**config.mk**
```make
export PLATFORM = sky130hd
export DESIGN_NAME = sync_fifo_flat
export DESIGN_NICKNAME = d
export VERILOG_FILES = /design/src/rtl/sync_fifo_pkg.sv /design/src/rtl/sync_fifo_if.sv /design/src/rtl/sync_fifo_mem.sv /design/src/rtl/sync_fifo.sv /design/src/flat_wrapper.sv
export SDC_FILE = /design/constraint.sdc
export NUM_CORES = 1
export LEC_CHECK = 0
export BUFFER_PORTS_ARGS = -buffer_cell sky130_fd_sc_hd__buf_2
export CORE_MARGIN = 4
export CORE_UTILIZATION = 30
export DETAILED_ROUTE_END_ITERATION = 12
export GPL_TIMING_DRIVEN = 0
export PLACE_DENSITY = 0.51
export SLEW_MARGIN = 20
export SYNTH_ARGS = -nofsm -noshare
export SYNTH_HDL_FRONTEND = slang
export SYNTH_SLANG_ARGS = --single-unit
export TNS_END_PERCENT = 1
```
**constraint.sdc**
```tcl
create_clock -name clk -period 4.5 [get_ports clk]
set_clock_uncertainty 0.1 [all_clocks]
set_input_delay 0.225 -clock clk [delete_from_list [all_inputs] [get_ports clk]]
set_output_delay 0.225 -clock clk [all_outputs]
set_load 0.01 [all_outputs]
```
**src/rtl/sync_fifo_pkg.sv**
```systemverilog
// Shared defaults, width formulas and data type for the single-clock FIFO.
// Any block that instantiates the FIFO should derive its widths from here.
package sync_fifo_pkg;

  localparam int DEF_DATA_WIDTH = 8;
  localparam int DEF_DEPTH      = 64;

  function automatic int ptr_width(input int depth);
    return $clog2(depth);
  endfunction

  // One extra bit so the counter can hold DEPTH itself (full)
  function automatic int cnt_width(input int depth);
    return $clog2(depth) + 1;
  endfunction

  localparam int DEF_PTR_WIDTH = ptr_width(DEF_DEPTH);
  localparam int DEF_CNT_WIDTH = cnt_width(DEF_DEPTH);

  typedef logic [DEF_DATA_WIDTH-1:0] data_t;

endpackage

```
**src/rtl/sync_fifo_if.sv**
```systemverilog
// Producer/consumer handshake bundle for sync_fifo.
// master = the traffic source/sink, slave = the FIFO itself.
interface sync_fifo_if
  import sync_fifo_pkg::*;
#(
  parameter int DATA_WIDTH = DEF_DATA_WIDTH,
  parameter int DEPTH      = DEF_DEPTH
);

  localparam int CNT_WIDTH = cnt_width(DEPTH);

  logic [DATA_WIDTH-1:0] buf_in;
  logic                  wr_en;
  logic                  rd_en;
  logic [DATA_WIDTH-1:0] buf_out;
  logic                  buf_empty;
  logic                  buf_full;
  logic [CNT_WIDTH-1:0]  fifo_counter;

  modport master (
    output buf_in, wr_en, rd_en,
    input  buf_out, buf_empty, buf_full, fifo_counter
  );

  modport slave (
    input  buf_in, wr_en, rd_en,
    output buf_out, buf_empty, buf_full, fifo_counter
  );

endinterface

```
**src/rtl/sync_fifo_mem.sv**
```systemverilog
// DEPTH x DATA_WIDTH storage with one write port and one read port.
// Contents are never reset; the read value is registered by the parent.
module sync_fifo_mem
  import sync_fifo_pkg::*;
#(
  parameter int DATA_WIDTH = DEF_DATA_WIDTH,
  parameter int DEPTH      = DEF_DEPTH,
  parameter int PTR_WIDTH  = ptr_width(DEPTH)
) (
  input  logic                  clk,
  input  logic                  wr_en,
  input  logic [PTR_WIDTH-1:0]  wr_addr,
  input  logic [DATA_WIDTH-1:0] wr_data,
  input  logic [PTR_WIDTH-1:0]  rd_addr,
  output logic [DATA_WIDTH-1:0] rd_data
);

  logic [DATA_WIDTH-1:0] mem_q [DEPTH];

  always_ff @(posedge clk) begin
    if (wr_en) begin
      mem_q[wr_addr] <= wr_data;
    end
  end

  assign rd_data = mem_q[rd_addr];

endmodule

```
**src/rtl/sync_fifo.sv**
```systemverilog
// Single-clock FIFO: pointers, occupancy counter, flags and registered read.
// Reads are not fall-through; buf_out updates only on an accepted read.
module sync_fifo
  import sync_fifo_pkg::*;
#(
  parameter int DATA_WIDTH = DEF_DATA_WIDTH,
  parameter int DEPTH      = DEF_DEPTH
) (
  input  logic        clk,
  input  logic        rst,
  sync_fifo_if.slave  bus
);

  localparam int CNT_WIDTH = cnt_width(DEPTH);
  localparam int PTR_WIDTH = ptr_width(DEPTH);
  localparam logic [CNT_WIDTH-1:0] CNT_FULL = CNT_WIDTH'(DEPTH);

  logic [PTR_WIDTH-1:0]  wr_ptr_q, wr_ptr_d;
  logic [PTR_WIDTH-1:0]  rd_ptr_q, rd_ptr_d;
  logic [CNT_WIDTH-1:0]  cnt_q, cnt_d;
  logic [DATA_WIDTH-1:0] buf_out_q, buf_out_d;
  logic [DATA_WIDTH-1:0] rd_data;
  logic                  empty, full;
  logic                  wr_ok, rd_ok;

  assign empty = (cnt_q == '0);
  assign full  = (cnt_q == CNT_FULL);
  assign wr_ok = bus.wr_en && !full;
  assign rd_ok = bus.rd_en && !empty;

  sync_fifo_mem #(
    .DATA_WIDTH (DATA_WIDTH),
    .DEPTH      (DEPTH),
    .PTR_WIDTH  (PTR_WIDTH)
  ) u_mem (
    .clk     (clk),
    .wr_en   (wr_ok),
    .wr_addr (wr_ptr_q),
    .wr_data (bus.buf_in),
    .rd_addr (rd_ptr_q),
    .rd_data (rd_data)
  );

  always_comb begin
    wr_ptr_d  = wr_ptr_q;
    rd_ptr_d  = rd_ptr_q;
    cnt_d     = cnt_q;
    buf_out_d = buf_out_q;

    // Pointers are exactly log2(DEPTH) wide, so increment wraps on its own
    if (wr_ok) begin
      wr_ptr_d = wr_ptr_q + PTR_WIDTH'(1);
    end
    if (rd_ok) begin
      rd_ptr_d  = rd_ptr_q + PTR_WIDTH'(1);
      buf_out_d = rd_data;
    end

    case ({wr_ok, rd_ok})
      2'b10:   cnt_d = cnt_q + CNT_WIDTH'(1);
      2'b01:   cnt_d = cnt_q - CNT_WIDTH'(1);
      default: cnt_d = cnt_q;
    endcase
  end

  always_ff @(posedge clk or posedge rst) begin
    if (rst) begin
      wr_ptr_q  <= '0;
      rd_ptr_q  <= '0;
      cnt_q     <= '0;
      buf_out_q <= '0;
    end else begin
      wr_ptr_q  <= wr_ptr_d;
      rd_ptr_q  <= rd_ptr_d;
      cnt_q     <= cnt_d;
      buf_out_q <= buf_out_d;
    end
  end

  assign bus.buf_out      = buf_out_q;
  assign bus.buf_empty    = empty;
  assign bus.buf_full     = full;
  assign bus.fifo_counter = cnt_q;

  a_flags_exclusive: assert property (@(posedge clk) disable iff (rst) !(empty && full));
  a_cnt_bounded:     assert property (@(posedge clk) disable iff (rst) cnt_q <= CNT_FULL);

endmodule

```
**src/flat_wrapper.sv**
```systemverilog
// flat-port wrapper written by rule: the top's interface ports become plain ports
module sync_fifo_flat import sync_fifo_pkg::*;
#(
  parameter int DATA_WIDTH = DEF_DATA_WIDTH,
  parameter int DEPTH      = DEF_DEPTH
)
  (clk, rst, bus_buf_in, bus_wr_en, bus_rd_en, bus_buf_out, bus_buf_empty, bus_buf_full, bus_fifo_counter);
  sync_fifo_if #(.DATA_WIDTH(DATA_WIDTH), .DEPTH(DEPTH)) bus_i ();
  input  logic clk;
  input  logic rst;
  input wire logic [$bits(bus_i.buf_in)-1:0] bus_buf_in;
  input wire logic [$bits(bus_i.wr_en)-1:0] bus_wr_en;
  input wire logic [$bits(bus_i.rd_en)-1:0] bus_rd_en;
  output wire logic [$bits(bus_i.buf_out)-1:0] bus_buf_out;
  output wire logic [$bits(bus_i.buf_empty)-1:0] bus_buf_empty;
  output wire logic [$bits(bus_i.buf_full)-1:0] bus_buf_full;
  output wire logic [$bits(bus_i.fifo_counter)-1:0] bus_fifo_counter;
  assign bus_i.buf_in = bus_buf_in;
  assign bus_i.wr_en = bus_wr_en;
  assign bus_i.rd_en = bus_rd_en;
  assign bus_buf_out = bus_i.buf_out;
  assign bus_buf_empty = bus_i.buf_empty;
  assign bus_buf_full = bus_i.buf_full;
  assign bus_fifo_counter = bus_i.fifo_counter;
  sync_fifo #(.DATA_WIDTH(DATA_WIDTH), .DEPTH(DEPTH)) u_core (.clk(clk), .rst(rst), .bus(bus_i));
endmodule
```
After elaboration in Yosys (flattened, before gate mapping)
Memories as Yosys holds them, arrays and structs flattened. A register that Yosys moved wholly into a read port is not among the register bits.
Cells that the tools add are included.
{ "totals": {"ramBits": 512, "out_inout_bits": 17, "in_bits": 12, "ff_bits": 19, "memories": 1, "elab_cells": 20, "mem_bits_ro": 0, "latchBits": 0} }
{ "op_classes": {"addsub": 4, "n_mul": 0, "n_bitwise": 0, "shift": 0, "div": 0, "n_reduce_logical": 6, "mux": 3, "n_eq_ne": 3, "n_lt_le_gt_ge": 0} }
{ "memory_table": {"columns": ["memory", "words", "word_bits", "read_ports", "rd_clocked_by_memory_dff", "wr", "line_no", "text"], "rows": [
  ["u_core.u_mem.mem_q", 64, 8, 1, 1, 1, "sync_fifo_mem.sv:18", "logic [DATA_WIDTH-1:0] mem_q [DEPTH];"]
]} }
{ "op_table": {"columns": ["op", "count"], "rows": [
  ["$pmux W7 S2", 1],
  ["$add A6 B1 Y6 const B", 2],
  ["$add A7 B1 Y7 const B", 1],
  ["$eq A7 B7 Y1 const B", 1],
  ["$logic_not A7 Y1", 1],
  ["$sub A7 B1 Y7 const B", 1],
  ["$eq A2 B1 Y1 const B", 1],
  ["$eq A2 B2 Y1 const B", 1],
  ["$logic_and A1 B1 Y1", 2],
  ["$logic_not A1 Y1", 2],
  ["$mux W1", 2],
  ["$reduce_bool A2 Y1", 1]
]} }

Depth between registers and ports, before layout
{ "depth": {"ltp_word": 5, "ltp_mapped": 11, "depth_no_buf": 10} }

Cells and area by module
Synthesis repeated with hierarchy kept, for this count alone.
{ "unflattened": {"hier_cells": 1055, "hier_area_um2": 21444.3} }
{ "modules_own_cells": {"columns": ["mod", "seq_area_each_um2", "cells_each", "n_inst", "area_per_inst_um2"], "rows": [
  ["sync_fifo_mem", 15374.7, 932, 1, 20006.7],
  ["sync_fifo", 675.6, 123, 1, 1437.6]
]} }

Least setup slack after synthesis
No wires, ideal clock.
{ "synth_timing": {"path_type": "register -> register", "start": "register u_core.cnt_q[0], in the netlist u_core.bus.fifo_counter[0]", "end": "register u_core.cnt_q[5], in the netlist u_core.bus.fifo_counter[5]", "arrival_time_ns": 3.095, "path_stages_with_launch": 12, "n_path_buf": 1, "slack_ns": 1.182, "synth_period_minus_slack_ns": 3.318, "t_required_ns": 4.277, "setup_ns": 0.123, "cell_sequence": "dfrtp_1 > or4_1 > o31ai_2 > inv_1 > clkbuf_1 > ha_1 > ha_1 > a21o_1 > a21oi_1 > o21bai_1 > a2111o_1 > o221a_2"} }
{ "synth_via": {"elab_chain_len": 5, "elab_cells_between_ends": 12, "cone_classes": "add/sub: 2; eq/ne: 3; mux: 1; reduce/logical: 6"} }
{ "synth_rtl": {"columns": ["item", "line_no", "text"], "rows": [
  ["start, declared", "sync_fifo.sv:20", "logic [CNT_WIDTH-1:0] cnt_q, cnt_d;"],
  ["start signal, assigned", "sync_fifo.sv:75", "cnt_q <= cnt_d;"],
  ["$logic_not A7 Y1 (*)", "sync_fifo.sv:26", "assign empty = (cnt_q == '0);"],
  ["$logic_not A1 Y1 (*)", "sync_fifo.sv:29", "assign rd_ok = bus.rd_en && !empty;"],
  ["$logic_and A1 B1 Y1 (*)", "sync_fifo.sv:29", null],
  ["via u_core.rd_ok", "sync_fifo.sv:24", "logic wr_ok, rd_ok;"],
  ["$eq A2 B1 Y1 / $eq A2 B2 Y1 (equally long branches)", "sync_fifo.sv:59", "case ({wr_ok, rd_ok})"],
  ["$pmux W7 S2 / $reduce_bool A2 Y1 (equally long branches)", null, null]
]} }
Mark *: on every way through the listed nets, which the timed path passes. The rest lies on a longest branch.
A chain may end at the register's enable or synchronous reset.

Final worst setup path
{ "layout_timing": {"start": "register u_core.cnt_q[0], in the netlist u_core.bus.fifo_counter[0]", "end": "register u_core.cnt_q[6], in the netlist u_core.bus.fifo_counter[6]"} }
The elaborated chain is that of the path after synthesis.

==> out/summary.log <==
[global_routing] GRT busiest layer met2
[clock_tree] CTS clk-pin slew, worst paths 0.06 ns
[sta] number of max-slew violations in the final report 0
[layout] number of inserted filler cells in the final layout 6535
[sta] RSZ-0062 raised after global routing false
[global_routing] first-pass GRT wire length 79.81 mm
[layout] area added between synthesis and finish 15.04%
[sta] Max Clk Rate 246.1 MHz
[global_routing] GRT met1 Usage 21.07%
[run_status] status complete, no violations
[clock_tree] Inserted Clock Buffers 56
[synth] main combinational cell family by area after synthesis multiplexers
[sta] final number of setup-violating endpoints 0
[floorplanning] width of the die 274.7 um
[synth] complex-gate fraction of the synthesized area 2.398%
[floorplanning] Die Area 75470 um^2
[clock_tree] clock tree from TritonCTS yes
[place] IO buf count 28
[route] DRC violation count after routing 0
[setup_path] arrival time reported for the critical path endpoint 4.48 ns
[setup_path] CP Capture Type register
[synth] fraction of synthesized area in multiplexers 15.51%
[sta] final critical-path required period 4.063 ns
[synth] fraction of the mapped netlist area in simple logic gates 3.975%
[layout] Layout Utilization 34.94%
[synth] cell taking the most area after synthesis sky130_fd_sc_hd__edfxtp_1
[synth] cell types occupying the most area after synthesis sky130_fd_sc_hd__edfxtp_1 72%, sky130_fd_sc_hd__mux4_2 13%, sky130_fd_sc_hd__dfrtp_1 3.2%
[power_and_ir_drop] share of power burned in registers 39.3%
[clock_tree] clock net sink count 539
[global_routing] met2 Usage GRT 22.76%
[synth] total standard cell area after synthesis 21340 um^2
[synth] instance count of the mapped netlist 1046
[sta] Final Hold Vio Count 0
[global_routing] via count of the first global-routing pass 11040
[floorplanning] Die Ht 274.7 um
[power_and_ir_drop] power share of the combinational group 30.4%
[synth] most frequently used cell type in the post-synthesis netlist sky130_fd_sc_hd__edfxtp_1
[power_and_ir_drop] clock network fraction of total power 30.3%
[worst_hold_path] worst min-delay path class primary input to register
[layout] antenna cells 0
[synth] Post-synth EDFFs 512
[floorplanning] area of the core region 70270 um^2
[floorplanning] number of core rows 97
[global_routing] maximum number of pins on one net before global-route repair 65
[synth] number of unique standard cell types used by synthesis 54
[synth] Net Count, Synth 1067
[floorplanning] initial cell density of the core 30.37%
[synth] xor/xnor cell area share of the yosys netlist 0.5746%
[place] Area after DPL 22700 um^2
[synth] asr flop ratio synth 5.009%
[layout] Layout Nets 1156
[layout] post-route standard cell area excluding fillers 24550 um^2
[sta] final setup slack of the worst path 0.4372 ns
[clock_tree] latest clock arrival within the worst-skew pair 0.60 ns
[place] Setup Slack @ Placement 0.5038 ns
[synth] most frequent cells after synthesis 512 x sky130_fd_sc_hd__edfxtp_1, 121 x sky130_fd_sc_hd__mux4_2, 84 x sky130_fd_sc_hd__nor2_1
[route] via-per-instance ratio 5.022
[sta] slew margin rel. 26.95%
[clock_tree] clock root buffer sky130_fd_sc_hd__clkbuf_16
[power_and_ir_drop] switching part of the total power 31.92%
[synth] adder-cell area share of the yosys netlist 0.5629%
[synth] mean instance size in the synthesized netlist 20.40 um^2
[sta] Worst Tran Pin Value 1.096 ns
[synth] most used flip-flop cell after synthesis sky130_fd_sc_hd__edfxtp_1
[power_and_ir_drop] leakage dissipation 7.724 nW
[setup_path] Critical Path Start Type register
[clock_tree] worst-case clock buffer depth 3
[place] placed wire-length estimate 35.50 mm
[synth] fraction of post-synthesis cell area in the top cell type by area 72.05%
[global_routing] antenna violations before repair 3
[sta] Tcrit/Tclk final 90.28%
[place] number of cells in the design after placement 2015
[setup_path] critical-path maximum fanout 10
[synth] Synth Warn # 0
[synth] Yosys reg bits 539
[sta] final setup TNS 0 ns
[global_routing] met3 GRT Util 2.991%
[power_and_ir_drop] Cell Int Power 10.42 mW
[route] detail-routed net length per standard cell 25.96 um
[power_and_ir_drop] largest voltage drop on the vdd net 294.0 uV
[place] Routability Congestion 0.9066
[clock_tree] CTS H-Tree Depth 2
[route] routed via count 10640
[global_routing] GRT Overall Usage 14.66%
[route] total length of routed wires 55.01 mm
[route] ANT nets after route 0
[route] length of the first detailed-routing pass in iterations 5
[synth] sequential element share of the synthesized area 75.21%
[layout] number of standard cells in the final layout excluding fillers 2119
[route] initial DRC count 1195
[flow_run] MaxCap Viol Count 0
[setup_path] critical setup path kind register to register
[power_and_ir_drop] Pwr Density 623.4 nW/um^2
[setup_path] critical path data required time 4.92 ns
[floorplanning] I/O pin total 29
[global_routing] global route total overflow 0
[layout] proportion of layout cells with a drive suffix above 1 22.56%
[power_and_ir_drop] reported net switching power 4.885 mW
-- metrics by stage --
step / power [mW] / hold WS (ns)
finish: 15.31 / 0.08586
global route: 15.91 / 0.1013
CTS: 15.45 / 0.1068
detailed placement: 10.80 / 0.2455
global placement: 10.76 / 0.4493
floorplan: 8.995 / 0.1777
-- cell families (layout without fill, tap and decap cells) --
group	after synthesis	in the layout
multiplexers	166	166
AO/OA/AOI/OAI	68	68
adder cells (fa/ha/maj)	9	9
flip-flops	539	539
AND/OR/NAND/NOR	187	187
buffers and inverters	63	196
XOR/XNOR	14	14
-- flip-flops by register name, summed over array words and instances, names as in the netlist --
signal                   flops
u_core.wr_ptr_q              6
u_core.u_mem.mem_q         512
u_core.bus.fifo_counter      7
u_core.rd_ptr_q              6
u_core.bus.buf_out           8
-- path summary, 6_finish.rpt --
path | from | endpoint | slack [ns] | cells past startpoint
worst max-delay path | u_core.bus.fifo_counter[0] | u_core.bus.fifo_counter[6] | 0.44 | 11
worst min-delay path | bus_buf_in[7] | u_core.u_mem.mem_q[6][7] | 0.09 | 1
worst max register to register | u_core.bus.fifo_counter[0] | u_core.bus.fifo_counter[6] | 0.44 | 11
worst min register to register | u_core.wr_ptr_q[2] | u_core.wr_ptr_q[2] | 0.46 | 1
max in group asynchronous | rst | u_core.rd_ptr_q[4] | 3.68 | 3
min in group asynchronous | rst | u_core.bus.fifo_counter[0] | 0.17 | 3
-- power groups by stage --
stage	Combinational, mW	Clock [mW]	Sequential (mW)
floorplan	2.96	0	6.03
global placement	4.67	0	6.09
detailed placement	4.70	0	6.10
CTS	4.71	4.74	6.00
global route	4.92	4.96	6.03
finish	4.66	4.64	6.01
-- critical path, stage by stage (launching register included) --
cell and delay [ns]:
sky130_fd_sc_hd__dfrtp_1 0.46, sky130_fd_sc_hd__or4_1 0.63, sky130_fd_sc_hd__o31ai_2 0.52, sky130_fd_sc_hd__inv_1 0.11, sky130_fd_sc_hd__clkbuf_1 0.32, sky130_fd_sc_hd__ha_1 0.43, sky130_fd_sc_hd__ha_1 0.38, sky130_fd_sc_hd__a21oi_1 0.07
sky130_fd_sc_hd__o21bai_1 0.25, sky130_fd_sc_hd__a21oi_1 0.11, sky130_fd_sc_hd__o311ai_0 0.40, sky130_fd_sc_hd__xor2_1 0.19
-- cell usage in the layout, fill, tap and decap left out, types with 14 or more instances in the layout --
cell / Yosys / final
sky130_fd_sc_hd__buf_4: 7 / 14
sky130_fd_sc_hd__edfxtp_1: 512 / 512
sky130_fd_sc_hd__dfrtp_1: 27 / 27
sky130_fd_sc_hd__mux4_2: 121 / 121
sky130_fd_sc_hd__mux2i_1: 33 / 33
sky130_fd_sc_hd__nand3_1: 18 / 18
sky130_fd_sc_hd__a22oi_1: 29 / 29
sky130_fd_sc_hd__buf_2: 5 / 26
sky130_fd_sc_hd__nand2_1: 39 / 39
sky130_fd_sc_hd__clkbuf_16: 0 / 57
sky130_fd_sc_hd__clkinv_1: 1 / 16
sky130_fd_sc_hd__clkbuf_1: 26 / 36
sky130_fd_sc_hd__nor2_1: 84 / 84
-- metal layers --
layer	up-vias	share of wire (%)
met1	5691	44
met4	0	2.4
met3	88	7.1
met2	377	46
li1	4486	-
met5	-	0
-- timing repair --
action                    4_1_cts  5_1_grt
hold endpoints to repair       29        0
hold buffers                    2        0
buffers inserted                0        0
resized for setup               0        0
-- area by class of cell --
| class | instances | area, um^2 | area share (%) |
|---|---|---|---|
| Sequential cell | 539 | 16050 | 65.38 |
| Multi-Input combinational cell | 444 | 4921 | 20.04 |
| Clock buffer | 69 | 1491 | 6.075 |
| Tap cell | 940 | 1176 | 4.791 |
| Buffer | 55 | 346.6 | 1.412 |
| Clock inverter | 33 | 329.1 | 1.340 |
| Timing Repair Buffer | 31 | 205.2 | 0.8358 |
| Inverter | 8 | 30.03 | 0.1223 |
Note: power is estimated with default switching activity, not from simulation.
